**src/rtl/insmem_pkg.sv**
```systemverilog
// Shared types and constants for the instruction-memory boot loader.
package insmem_pkg;

  typedef enum logic [2:0] {
    StIdle,
    StCount,
    StHi,
    StLo,
    StWrite,
    StCsum,
    StDone,
    StErr
  } state_e;

  localparam int unsigned WORD_BYTES = 2;
  localparam int unsigned PC_INC     = WORD_BYTES;

endpackage

```
**src/rtl/insmem_loader_wrtimer.sv**
```systemverilog
// Holds the instruction-memory write enable for WR_HOLD cycles per word and
// flags the last cycle of the hold so the loader can move on.
module insmem_loader_wrtimer #(
  parameter int unsigned WR_HOLD = 2
) (
  input  logic clka,
  input  logic rst,
  input  logic fire,
  output logic we,
  output logic done
);

  localparam int unsigned CntW = (WR_HOLD > 1) ? $clog2(WR_HOLD) : 1;

  logic [CntW-1:0] cnt_q;

  always_ff @(posedge clka) begin
    if (rst) begin
      we    <= 1'b0;
      cnt_q <= '0;
    end else if (fire) begin
      we    <= 1'b1;
      cnt_q <= CntW'(WR_HOLD - 1);
    end else if (we) begin
      if (cnt_q == '0) begin
        we <= 1'b0;
      end else begin
        cnt_q <= cnt_q - 1'b1;
      end
    end
  end

  // High during the final cycle of the hold window.
  assign done = we && (cnt_q == '0);

endmodule

```
**src/rtl/insmem_loader.sv**
```systemverilog
// Boot loader: count byte N, then N big-endian 16-bit words into instruction memory.
// Define INSMEM_LOADER_CHECKSUM_EN to require a trailing XOR checksum byte.
module insmem_loader
  import insmem_pkg::*;
#(
  parameter int unsigned PC_BITS = 6,
  parameter int unsigned WR_HOLD = 2
) (
  input  logic               clka,
  input  logic               rst,
  input  logic               start,
  input  logic [7:0]         rx_data,
  input  logic               rx_valid,
  output logic               rx_ready,
  output logic               mem_we,
  output logic [PC_BITS-1:0] mem_pc,
  output logic [15:0]        mem_wdata,
  output logic               cpu_hold,
  output logic               load_done,
  output logic               load_err,
  output logic [PC_BITS-1:0] words_loaded
);

  localparam int unsigned Capacity = 2 ** (PC_BITS - 1);

`ifdef INSMEM_LOADER_CHECKSUM_EN
  localparam state_e EndState = StCsum;
  logic [7:0] csum_q;
`else
  localparam state_e EndState = StDone;
`endif
  localparam logic EndIsCsum = (EndState == StCsum);

  state_e     state_q;
  logic [7:0] count_q;
  logic       accept;
  logic       fire;
  logic       wr_done;

  assign accept = rx_valid && rx_ready;
  assign fire   = (state_q == StLo) && accept;

  insmem_loader_wrtimer #(
    .WR_HOLD(WR_HOLD)
  ) u_wrtimer (
    .clka(clka),
    .rst (rst),
    .fire(fire),
    .we  (mem_we),
    .done(wr_done)
  );

  always_ff @(posedge clka) begin
    if (rst) begin
      state_q      <= StIdle;
      rx_ready     <= 1'b0;
      mem_pc       <= '0;
      mem_wdata    <= '0;
      cpu_hold     <= 1'b0;
      load_done    <= 1'b0;
      load_err     <= 1'b0;
      words_loaded <= '0;
      count_q      <= '0;
`ifdef INSMEM_LOADER_CHECKSUM_EN
      csum_q       <= '0;
`endif
    end else begin
      unique case (state_q)
        StIdle, StDone, StErr: begin
          if (start) begin
            state_q      <= StCount;
            rx_ready     <= 1'b1;
            cpu_hold     <= 1'b1;
            load_done    <= 1'b0;
            load_err     <= 1'b0;
            mem_pc       <= '0;
            words_loaded <= '0;
          end
        end
        StCount: begin
          if (accept) begin
            count_q <= rx_data;
`ifdef INSMEM_LOADER_CHECKSUM_EN
            csum_q  <= rx_data;
`endif
            if (rx_data == 8'd0) begin
              state_q   <= EndState;
              rx_ready  <= EndIsCsum;
              cpu_hold  <= EndIsCsum;
              load_done <= !EndIsCsum;
            end else if (32'(rx_data) > Capacity) begin
              state_q  <= StErr;
              rx_ready <= 1'b0;
              load_err <= 1'b1;
            end else begin
              state_q <= StHi;
            end
          end
        end
        StHi: begin
          if (accept) begin
            mem_wdata[15:8] <= rx_data;
`ifdef INSMEM_LOADER_CHECKSUM_EN
            csum_q          <= csum_q ^ rx_data;
`endif
            state_q         <= StLo;
          end
        end
        StLo: begin
          if (accept) begin
            mem_wdata[7:0] <= rx_data;
`ifdef INSMEM_LOADER_CHECKSUM_EN
            csum_q         <= csum_q ^ rx_data;
`endif
            rx_ready       <= 1'b0;
            state_q        <= StWrite;
          end
        end
        StWrite: begin
          if (wr_done) begin
            words_loaded <= words_loaded + 1'b1;
            // With N equal to capacity the last increment wraps to 0 harmlessly.
            mem_pc       <= mem_pc + PC_BITS'(PC_INC);
            if (32'(words_loaded) + 32'd1 == 32'(count_q)) begin
              state_q   <= EndState;
              rx_ready  <= EndIsCsum;
              cpu_hold  <= EndIsCsum;
              load_done <= !EndIsCsum;
            end else begin
              state_q  <= StHi;
              rx_ready <= 1'b1;
            end
          end
        end
`ifdef INSMEM_LOADER_CHECKSUM_EN
        StCsum: begin
          if (accept) begin
            rx_ready <= 1'b0;
            if (rx_data == csum_q) begin
              state_q   <= StDone;
              cpu_hold  <= 1'b0;
              load_done <= 1'b1;
            end else begin
              state_q  <= StErr;
              load_err <= 1'b1;
            end
          end
        end
`endif
        default: begin
          state_q  <= StIdle;
          rx_ready <= 1'b0;
          cpu_hold <= 1'b0;
        end
      endcase
    end
  end

endmodule
```
**config.mk**
```make
export PLATFORM = sky130hd
export DESIGN_NAME = insmem_loader
export DESIGN_NICKNAME = d
export VERILOG_FILES = /design/src/rtl/insmem_pkg.sv /design/src/rtl/insmem_loader_wrtimer.sv /design/src/rtl/insmem_loader.sv
export SDC_FILE = /design/constraint.sdc
export NUM_CORES = 1
export LEC_CHECK = 0
export CAP_MARGIN = 20
export CORE_MARGIN = 2
export CORE_UTILIZATION = 46
export DETAILED_ROUTE_END_ITERATION = 8
export PLACE_DENSITY_LB_ADDON = 0.08
export RECOVER_POWER = 50
export SKIP_LAST_GASP = 1
export SLEW_MARGIN = 15
export SYNTH_ARGS = -nofsm -noshare
export SYNTH_HDL_FRONTEND = slang
export SYNTH_SLANG_ARGS = --single-unit
```
**constraint.sdc**
```tcl
create_clock -name clka -period 1.7 [get_ports clka]
set_input_delay 0.34 -clock clka [delete_from_list [all_inputs] [get_ports clka]]
set_output_delay 0.34 -clock clka [all_outputs]
set_load 0.05 [all_outputs]
```
Word-level counts from Yosys, hierarchy flattened
Cells that the tools add are included.
{"block": "totals", "word_cells": 100, "ff_bits": 45, "inputBits": 12, "output_inout_bits": 33, "latchBits": 0, "mem_bits_rw": 0, "rom_bits": 0, "n_memories": 0}
{"block": "op_classes", "n_addsub": 4, "bitwise_logic": 3, "reduce_logical": 20, "n_shift": 0, "n_eq_ne": 17, "multipliers": 0, "div_mod_pow": 0, "n_lt_le_gt_ge": 1, "muxes": 43}
{"operator": "$mux 1", "count": 25}
{"operator": "$mux 3", "count": 8}
{"operator": "$pmux 6 s2", "count": 2}
{"operator": "$mux 6", "count": 3}
{"operator": "$reduce_and 6->1", "count": 3}
{"operator": "$ne 2x2->1 const B", "count": 8}
{"operator": "$pmux 3 s5", "count": 1}
{"operator": "$reduce_and 5->1", "count": 2}
{"operator": "$eq 3x3->1 const B", "count": 3}
{"operator": "$eq 7x8->1", "count": 1}
{"operator": "$gt 8x6->1 const B", "count": 1}
{"operator": "$logic_not 8->1", "count": 1}
{"operator": "$add 6x1->7 const B", "count": 1}
{"operator": "$add 6x1->6 const B", "count": 1}
{"operator": "$add 6x2->6 const B", "count": 1}
{"operator": "$eq 3x2->1 const B", "count": 2}
{"operator": "$reduce_and 2->1", "count": 3}
{"operator": "$reduce_bool 2->1", "count": 3}
{"operator": "$pmux 1 s5", "count": 1}
{"operator": "$pmux 1 s4", "count": 1}
{"operator": "$eq 3x1->1 const B", "count": 1}
{"operator": "$logic_and 1x1->1", "count": 3}
{"operator": "$logic_not 3->1", "count": 1}
{"operator": "$ne 3x3->1 const B", "count": 1}
{"operator": "other kinds (9)", "count": 11}

Longest topological paths before layout
Gate-level depths: netlist (run 1).
{"block": "logic_depth", "ltp_word": 5, "mapped_depth": 7, "mapped_depth_nobuf": 6}

Hierarchy
From an unflattened synthesis (run 1), not the netlist that was laid out.
{"block": "hier_totals", "cells_unflattened": 250, "hier_area_um2": 2173.3}
{"module": "insmem_loader", "area_per_inst_um2": 2099.5, "cells_each": 242, "seq_area_each_um2": 840.8, "n_inst": 1}
{"module": "insmem_loader_wrtimer", "area_per_inst_um2": 73.8, "cells_each": 8, "seq_area_each_um2": 40.0, "n_inst": 1}

Worst setup path after synthesis (run 1)
Ideal clock, no wire load.
{"block": "synth_path", "kind": "register to register", "from": "reg words_loaded[0]", "to": "reg state_q[2]", "setup_ns": 0.058, "period_less_slack_ns": 2.201, "stages_incl_launch_ff": 6, "arrival_ns": 2.143, "t_required_ns": 1.642, "n_path_buf": 0, "setup_slack_ns": -0.501, "cell_sequence": "dfxtp_1 > nand3_2 > o21a_1 > or4_4 > a2111oi_4 > o211a_1"}
{"block": "synth_via", "elab_chain_len": 5}
{"item": "start: declaration", "line_no": "insmem_loader.sv:21", "text": "output logic [PC_BITS-1:0] words_loaded"}
{"item": "start signal: assignment", "line_no": "insmem_loader.sv:121", "text": "words_loaded <= words_loaded + 1'b1;"}
{"item": "$add 6x1->7", "line_no": "insmem_loader.sv:124", "text": "if (32'(words_loaded) + 32'd1 == 32'(count_q)) begin"}
{"item": "$eq 7x8->1", "line_no": "insmem_loader.sv:124"}
{"item": "$mux 3", "line_no": "insmem_loader.sv:124"}
{"item": "$mux 3", "line_no": "insmem_loader.sv:120", "text": "if (wr_done) begin"}
{"item": "$pmux 3 s5", "line_no": "insmem_loader.sv:68", "text": "unique case (state_q)"}
{"item": "end signal: assignment", "line_no": "insmem_loader.sv:71", "text": "state_q <= StCount;"}
{"item": "end signal: assignment", "line_no": "insmem_loader.sv:125", "text": "state_q <= EndState;"}
{"item": "end signal: assignment", "line_no": "insmem_loader.sv:130", "text": "state_q <= StHi;"}
{"item": "end: declaration", "line_no": "insmem_loader.sv:34", "text": "state_e state_q;"}
No other way between the ends. The select of a mux whose other input is x is not followed.
A chain may end at the register's enable or synchronous reset.

Worst setup path after layout (run 1)
Ends and elaborated chain as after synthesis.

==> results of run 1 <==
[power breakdown]
group | switching [mW] | internal (mW) | leakage (nW)
Sequential | 0.0733 | 1.11 | 0.361
Combinational | 0.920 | 0.679 | 0.841
Clock | 0.374 | 0.558 | 0.0729
Total | 1.37 | 2.35 | 1.28
[per-layer routing]
| layer | vias up | GRT usage, % | routed length, um |
|---|---|---|---|
| met5 | - | 0 | 0 |
| met4 | 0 | 7.20 | 74 |
| met3 | 8 | 5.39 | 222 |
| met2 | 49 | 35.4 | 2590 |
| met1 | 992 | 29.8 | 2750 |
| li1 | 1080 | - | - |
[metrics by stage]
stage	total power, mW	TNS [ns]	util, %	instance area (sq um)	instances
after CTS	3.65	-0.131	69.2	3220	392
after global routing	3.92	-0.907	67.6	3150	392
final	3.72	-0.159	67.6	3150	392
after global placement	2.67	-9.84	65.0	3030	383
after floorplan	2.11	-0.448	-	2280	254
after detailed placement	2.68	-10.16	65.0	3030	383
[area by class of cell]
cell class,instances,area (sq um)
repair buffers,91,647
fillers,431,1510
inverters,8,30.0
flip-flops and latches,44,907
well taps,54,67.6
multi-input cells,187,1350
clock buffers,8,144
[timing repair]
action / CTS / global route
setup buffers: 1 / 0
hold buffers: 0 / 0
resized for setup: 14 / 11
pin swaps: 15 / 3
setup endpoints to repair: 8 / 13
[how the worst min path moves through the flow]
stage          slack (ns)  depth (start not counted)                  startpoint                          to
2_1_floorplan        0.46                          2     count_q[7]$_SDFFE_PP0P_     count_q[7]$_SDFFE_PP0P_
3_3_place_gp         0.48                          2  mem_wdata[10]$_SDFFE_PP0P_  mem_wdata[10]$_SDFFE_PP0P_
3_5_place_dp         0.48                          2  mem_wdata[12]$_SDFFE_PP0P_  mem_wdata[12]$_SDFFE_PP0P_
4_1_cts              0.50                          2  mem_wdata[12]$_SDFFE_PP0P_  mem_wdata[12]$_SDFFE_PP0P_
5_1_grt              0.52                          2     u_wrtimer.we$_SDFF_PP0_     u_wrtimer.we$_SDFF_PP0_
6_report             0.50                          2  mem_wdata[12]$_SDFFE_PP0P_  mem_wdata[12]$_SDFFE_PP0P_
[cells in the final DEF (no fill, tap or decap), types with 3 or more instances in the layout]
| cell | instances |
|---|---|
| sky130_fd_sc_hd__buf_4 | 45 |
| sky130_fd_sc_hd__nor2_1 | 44 |
| sky130_fd_sc_hd__dfxtp_1 | 37 |
| sky130_fd_sc_hd__clkbuf_1 | 26 |
| sky130_fd_sc_hd__mux2i_1 | 24 |
| sky130_fd_sc_hd__a21oi_1 | 17 |
| sky130_fd_sc_hd__nand2_1 | 10 |
| sky130_fd_sc_hd__inv_1 | 8 |
| sky130_fd_sc_hd__dfxtp_4 | 7 |
| sky130_fd_sc_hd__nand4_1 | 6 |
| sky130_fd_sc_hd__clkdlybuf4s50_1 | 6 |
| sky130_fd_sc_hd__clkbuf_8 | 5 |
| sky130_fd_sc_hd__nand3_1 | 4 |
| sky130_fd_sc_hd__xor2_1 | 4 |
| sky130_fd_sc_hd__o21ai_0 | 4 |
| sky130_fd_sc_hd__dlygate4sd2_1 | 4 |
| sky130_fd_sc_hd__clkbuf_2 | 4 |
| sky130_fd_sc_hd__o21a_1 | 3 |
| sky130_fd_sc_hd__nand2b_1 | 3 |
| sky130_fd_sc_hd__o211ai_1 | 3 |
| sky130_fd_sc_hd__o21ai_1 | 3 |
| sky130_fd_sc_hd__clkbuf_16 | 3 |
| sky130_fd_sc_hd__buf_12 | 3 |
[worst max-delay path: cells and delay by family (launching register included)]
kind,cells,cell delay [ns]
AO/OA/AOI/OAI,4,0.77
flip-flops,1,0.37
adder cells (fa/ha/maj),1,0.24
buffers and inverters,1,0.21
XOR/XNOR,1,0.14
[logic make-up after synthesis]
logic type               synth area share [%]
AO/OA/AOI/OAI                            19.7
XOR/XNOR                                 2.39
flip-flops                               40.0
AND/OR/NAND/NOR                          21.3
adder cells (fa/ha/maj)                  1.14
other                                   0.170
multiplexers                             10.9
buffers and inverters                    4.32
[flip-flops by register name (all words and copies together) (netlist names)]
signal / count
load_err: 1
state_q: 3
load_done: 1
mem_pc: 5
u_wrtimer.we: 1
count_q: 8
words_loaded: 6
cpu_hold: 1
mem_wdata: 16
u_wrtimer.cnt_q: 1
rx_ready: 1
==> qor.txt, run 1 <==
STATUS
------------------------------------------------------------------------------------
Result of the run ..................................................... complete, but fails checks
Failing checks ........................................................ negative setup slack

SETUP PATH
------------------------------------------------------------------------------------
Beginning of the worst register-to-register path ...................... words_loaded[0]$_SDFFE_PP0P_
Worst R2R Setup Slack .................................................     -0.07 ns
Worst Setup EP ........................................................ state_q[2]$_SDFFE_PP0P_
Path type of the worst setup path .....................................   reg -> reg
Data required time of the critical path ...............................      1.95 ns
Arrival time worst endpoint ...........................................      2.02 ns
Critical-path top delay cell .......................................... sky130_fd_sc_hd__dfxtp_4
Number of cells on the worst reg-to-reg path ..........................            7
Peak fanout along the critical path ...................................            3
Launching instance or port of the critical path ....................... words_loaded[0]$_SDFFE_PP0P_
Endpoint kind of the worst setup timing path ..........................    flip-flop
Endpoint of the lowest-slack register-to-register path ................ state_q[2]$_SDFFE_PP0P_
Peak per-stage delay on the critical path .............................      0.37 ns
Worst Setup Start Kind ................................................    flip-flop
Cell chain of the critical path ....................................... ha_4, xor2_1, a211oi_1, o211ai_1, buf_4, a2111oi_4, o211a_1

TIMING
------------------------------------------------------------------------------------
Number of endpoints failing setup at the final stage ..................            4
Minimum period implied by the final worst setup slack .................      1.77 ns
Final Hold Vio Count ..................................................            0
Final Max Tran Viols ..................................................            0
Max Freq ..............................................................    0.565 GHz
Final worst slack .....................................................   -0.0711 ns
Max-Slew Margin vs Limit ..............................................        59.4%
Worst slack on hold paths .............................................     0.495 ns
Setup skew after layout ...............................................   0.00211 ns
Worst Tran Pin Value ..................................................     0.612 ns
Setup repair after global routing missed its margin ...................          yes
Fin crit share ........................................................         104%

FLOORPLANNING
------------------------------------------------------------------------------------
Number of rows in the core area .......................................           25
Width of the die ......................................................      73.2 um
Area enclosed by the die boundary .....................................   5350 sq um
Total core area .......................................................   4660 sq um
Starting Density ......................................................        47.2%
Count of pins on the block boundary ...................................           45
Die height ............................................................      73.2 um

YOSYS
------------------------------------------------------------------------------------
Post-Synthesis Cell Area ..............................................   2200 sq um
Share of flip-flops with an asynchronous set or reset after synthesis .           0%
Count of state elements after synthesis ...............................           44
Yosys warnings ........................................................            0
Syn Area/Cell .........................................................   8.66 sq um
Most area-consuming cells after synthesis ............................. sky130_fd_sc_hd__dfxtp_1 40%, sky130_fd_sc_hd__mux2i_1 11%, sky130_fd_sc_hd__nor2_1 7.5%
Top post-synthesis cells by count ..................................... 44 x sky130_fd_sc_hd__dfxtp_1, 44 x sky130_fd_sc_hd__nor2_1, 24 x sky130_fd_sc_hd__mux2i_1, 17 x sky130_fd_sc_hd__a21oi_1, 11 x sky130_fd_sc_hd__nand2_1
Fraction of the yosys area taken by sequential cells ..................        40.0%
Largest area contributor in the netlist ............................... sky130_fd_sc_hd__dfxtp_1
Cell variety after synth ..............................................           57
Top flip-flop cell by instance count after synthesis .................. sky130_fd_sc_hd__dfxtp_1
Post-synthesis net count ..............................................          268
Area share of the leading cell type in the synthesized netlist ........        40.0%
Number of enable-type register cells in the synthesized netlist .......            0
Count of mapped cells out of synthesis ................................          254

POWER
------------------------------------------------------------------------------------
Maximum ir drop on the vdd rail .......................................     0.558 mV
Pwr/cell area ......................................................... 1180 nW/um^2
Lkg Pwr ...............................................................      1.28 nW

CLOCK NETWORK
------------------------------------------------------------------------------------
Clk sinks .............................................................           44
# H-tree levels .......................................................            2
Clock root buffer master .............................................. sky130_fd_sc_hd__clkbuf_8
Clock-pin slew on the worst setup and hold paths ......................      0.09 ns
CTS buffer count ......................................................            5
CTS tree ..............................................................         done
Worst-Skew Late Latency ...............................................      0.30 ns
Bufs on Longest Clock Path ............................................            2

ROUTING
------------------------------------------------------------------------------------
Average routed wire per standard cell .................................      14.4 um
DRC violations left ...................................................            0
Starting DRC count in detailed routing ................................          126
Routed wire length ....................................................      5640 um
Total number of vias ..................................................        2,129
Total iterations of the first detailed-routing run ....................            5
Vias per cell .........................................................         5.43
Remaining number of nets flagged by the antenna check after routing ...            0

GLOBAL ROUTE
------------------------------------------------------------------------------------
Total Routing Usage GR ................................................        22.3%
Overflow after GRT ....................................................            0
Largest net degree at the start of global routing .....................           24
Via count of the first global-routing pass ............................        1,994
Wire length of the first global-routing pass ..........................      9370 um
Antenna violations before repair ......................................            0

FINAL LAYOUT
------------------------------------------------------------------------------------
Layout Area Growth over Synthesis .....................................        43.1%
Layout cell share with drive strength beyond 1 ........................        28.7%
Net count of the finished layout ......................................          351
Number of inserted diodes .............................................            0

PLACED DESIGN
------------------------------------------------------------------------------------
Detailed-placement wirelength estimate ................................      4230 um
Quantity of I/O buffers inserted on ports .............................           43
Placement Setup Slack .................................................    -0.685 ns
Gp weighted congestion ................................................        0.914

HOLD PATH
------------------------------------------------------------------------------------
Hold/Removal Path Class ...............................................   reg -> reg

JOB
------------------------------------------------------------------------------------
Max-cap viol count ....................................................            0

Note: power is estimated with default switching activity, not from simulation.
==> run 2, diff against run 1 <==
--- a/config.mk
+++ b/config.mk
@@ -12,7 +12,6 @@
 export PLACE_DENSITY_LB_ADDON = 0.08
 export RECOVER_POWER = 50
 export SKIP_LAST_GASP = 1
-export SLEW_MARGIN = 15
 export SYNTH_ARGS = -nofsm -noshare
 export SYNTH_HDL_FRONTEND = slang
 export SYNTH_SLANG_ARGS = --single-unit
==> results of run 2 <==
The final DEF is identical to that of run 1; final timing and power are the same.
==> run 3, diff against run 2 <==
--- a/config.mk
+++ b/config.mk
@@ -6,9 +6,10 @@
 export NUM_CORES = 1
 export LEC_CHECK = 0
 export CAP_MARGIN = 20
-export CORE_MARGIN = 2
+export CORE_MARGIN = 4
 export CORE_UTILIZATION = 46
 export DETAILED_ROUTE_END_ITERATION = 8
+export MAX_ROUTING_LAYER = met4
 export PLACE_DENSITY_LB_ADDON = 0.08
 export RECOVER_POWER = 50
 export SKIP_LAST_GASP = 1
==> run 3 against run 2 <==
The flow still finishes with violations (negative setup slack); sequential power is essentially flat; cell count is 1.0% lower; wire length rose by 0.37%; worst setup slack better by 0.026 ns; sequential cell count is the same; core utilization is 0.070 points lower; hold slack improved by 0.012 ns; global-route usage fell by 2.1 points; via count about the same; final area shrank 3.5%; critical path depth shrank 1; highest routed layer unchanged.
==> qor.txt, run 3 (synthesis results as in run 1) <==
ROUTING
----------------------------------------------------------------------------------
Total number of vias ................................................        2,128
DRC violations left .................................................            0
Remaining number of nets flagged by the antenna check after routing .            0
Total iterations of the first detailed-routing run ..................            4
Routed wire length ..................................................      5660 um
Vias per cell .......................................................         5.48
Starting DRC count in detailed routing ..............................          168
Average routed wire per standard cell ...............................      14.6 um

GLOBAL ROUTE
----------------------------------------------------------------------------------
Largest net degree at the start of global routing ...................           31
Antenna violations before repair ....................................            0
Total Routing Usage GR ..............................................        20.2%
Via count of the first global-routing pass ..........................        2,056
Overflow after GRT ..................................................            0
Wire length of the first global-routing pass ........................      9630 um

SETUP PATH
----------------------------------------------------------------------------------
Cell chain of the critical path ..................................... dlygate4sd2_1, or4_4, o21a_1, o311ai_1, nand3_1, o211a_1
Peak per-stage delay on the critical path ...........................      0.53 ns
Critical-path top delay cell ........................................ sky130_fd_sc_hd__or4_4
Number of cells on the worst reg-to-reg path ........................            5
Data required time of the critical path .............................      1.89 ns
Number of buffers and inverters on the critical path ................            1
Family with the most delay on the worst path ........................ compound AO/OA/AOI/OAI gates
Number of gates on the worst path with buffers counted ..............            6
Worst Setup Start Kind ..............................................    input pin
Launching instance or port of the critical path .....................   rx_data[2]
Arrival time worst endpoint .........................................      1.94 ns
Path type of the worst setup path ...................................    in -> reg
Beginning of the worst register-to-register path .................... words_loaded[1]$_SDFFE_PP0P_
Peak fanout along the critical path .................................            3
Endpoint kind of the worst setup timing path ........................    flip-flop

FLOORPLANNING
----------------------------------------------------------------------------------
Width of the die ....................................................      77.2 um
Number of rows in the core area .....................................           24
Count of pins on the block boundary .................................           45
Area enclosed by the die boundary ...................................   5960 sq um
Die height ..........................................................      77.2 um
Total core area .....................................................   4500 sq um
Starting Density ....................................................        48.9%

PLACED DESIGN
----------------------------------------------------------------------------------
Placement Setup Slack ...............................................    -0.633 ns
Placement-stage cell area ...........................................   3010 sq um
Quantity of I/O buffers inserted on ports ...........................           43
Detailed-placement wirelength estimate ..............................      4380 um
Gp weighted congestion ..............................................        0.850
Placed Cells incl. Taps .............................................          378

FINAL LAYOUT
----------------------------------------------------------------------------------
Layout cell share with drive strength beyond 1 ......................        28.0%
Number of flip-flops under the largest register name ................           16
Most frequent cells in the layout ................................... 44 x sky130_fd_sc_hd__nor2_1, 40 x sky130_fd_sc_hd__buf_4, 37 x sky130_fd_sc_hd__dfxtp_1
Net count of the finished layout ....................................          349
Final design area excluding fillers .................................   3040 sq um
Layout Area Growth over Synthesis ...................................        38.1%
Number of filler instances in the final layout ......................          408
Final non-filler cell total .........................................          388
Most common cell after layout, fill and taps aside .................. sky130_fd_sc_hd__nor2_1
Number of inserted diodes ...........................................            0
Largest registers in the final layout ............................... mem_wdata (16), count_q (8), words_loaded (6)
Most flops, register ................................................    mem_wdata

TIMING
----------------------------------------------------------------------------------
Setup skew after layout .............................................   0.00518 ns
Worst slack on hold paths ...........................................     0.507 ns
Final Hold Vio Count ................................................            0
Worst Tran Pin Value ................................................     0.622 ns
Setup repair after global routing missed its margin .................          yes
Number of endpoints failing setup at the final stage ................            2
Max Freq ............................................................    0.573 GHz
Minimum period implied by the final worst setup slack ...............      1.75 ns
Final Max Tran Viols ................................................            0
Final total negative setup slack ....................................   -0.0733 ns
Fin crit share ......................................................         103%
Final worst slack ...................................................   -0.0451 ns
Max-Slew Margin vs Limit ............................................        58.7%

POWER
----------------------------------------------------------------------------------
Pwr/cell area ....................................................... 1100 nW/um^2
Lkg Pwr .............................................................      1.22 nW
Maximum ir drop on the vdd rail .....................................     0.549 mV

STATUS
----------------------------------------------------------------------------------
Failing checks ...................................................... negative setup slack
Result of the run ................................................... complete, but fails checks

HOLD PATH
----------------------------------------------------------------------------------
Hold/Removal Path Class .............................................   reg -> reg
Worst hold start .................................................... mem_wdata[1]$_SDFFE_PP0P_
Number of cells on the worst hold path ..............................            2

CLOCK NETWORK
----------------------------------------------------------------------------------
# H-tree levels .....................................................            2
Clock root buffer master ............................................ sky130_fd_sc_hd__clkbuf_8
CTS tree ............................................................         done
Clock-pin slew on the worst setup and hold paths ....................      0.09 ns
Hold-fix buffer count after cts .....................................            0
Clk sinks ...........................................................           44
Bufs on Longest Clock Path ..........................................            2
Worst-Skew Late Latency .............................................      0.29 ns
CTS buffer count ....................................................            5

JOB
----------------------------------------------------------------------------------
Max-cap viol count ..................................................            0

[run 3: routing by layer]
| metal | vias to the layer above | track usage [%] | share of wire [%] |
|---|---|---|---|
| li1 | 1078 | - | - |
| met1 | 995 | 25.7 | 47 |
| met2 | 47 | 32.6 | 47 |
| met3 | 8 | 3.86 | 4.3 |
| met4 | 0 | 5.52 | 1.4 |
| met5 | - | - | 0 |
[run 3: worst paths after layout]
kind	to	slack, ns
min reg2reg	mem_wdata[1]$_SDFFE_PP0P_	0.51
max	state_q[2]$_SDFFE_PP0P_	-0.05
min	mem_wdata[1]$_SDFFE_PP0P_	0.51
max reg2reg	rx_ready$_SDFFE_PP0P_	-0.01
[run 3: area by class of cell]
| cell class | instances | area, sq um | area share [%] |
|---|---|---|---|
| Clock buffer | 5 | 68.8 | 2.26 |
| Clock inverter | 3 | 22.5 | 0.741 |
| Inverter | 8 | 30.0 | 0.988 |
| Multi-Input combinational cell | 187 | 1330 | 43.6 |
| Sequential cell | 44 | 907 | 29.8 |
| Tap cell | 52 | 65.1 | 2.14 |
| Timing Repair Buffer | 89 | 622 | 20.5 |
[run 3: power breakdown]
group          leakage, nW  switching [mW]  internal [mW]
clock               0.0447           0.373          0.292
combinational        0.813           0.870          0.639
sequential           0.361          0.0691           1.11
total                 1.22            1.31           2.04
[run 3: worst register-to-register path, cell delays in order, from the launching register on]
cell	delay [ns]
sky130_fd_sc_hd__dfxtp_4	0.37
sky130_fd_sc_hd__nand3_2	0.09
sky130_fd_sc_hd__o21a_1	0.19
sky130_fd_sc_hd__or4_4	0.51
sky130_fd_sc_hd__a211oi_2	0.30
sky130_fd_sc_hd__a311oi_1	0.13
[run 3: stage by stage]
stage	utilization (%)	power [mW]
floorplan	-	2.11
global placement	66.8	2.67
detailed placement	66.8	2.68
CTS	69.3	3.36
global route	67.5	3.57
finish	67.5	3.35
[run 3: repair_timing]
action                     4_1_cts  5_1_grt
pin swaps                        8        5
gates cloned                     0        0
buffers inserted                 2        0
resized for setup                9        9
setup endpoints to repair        9       22
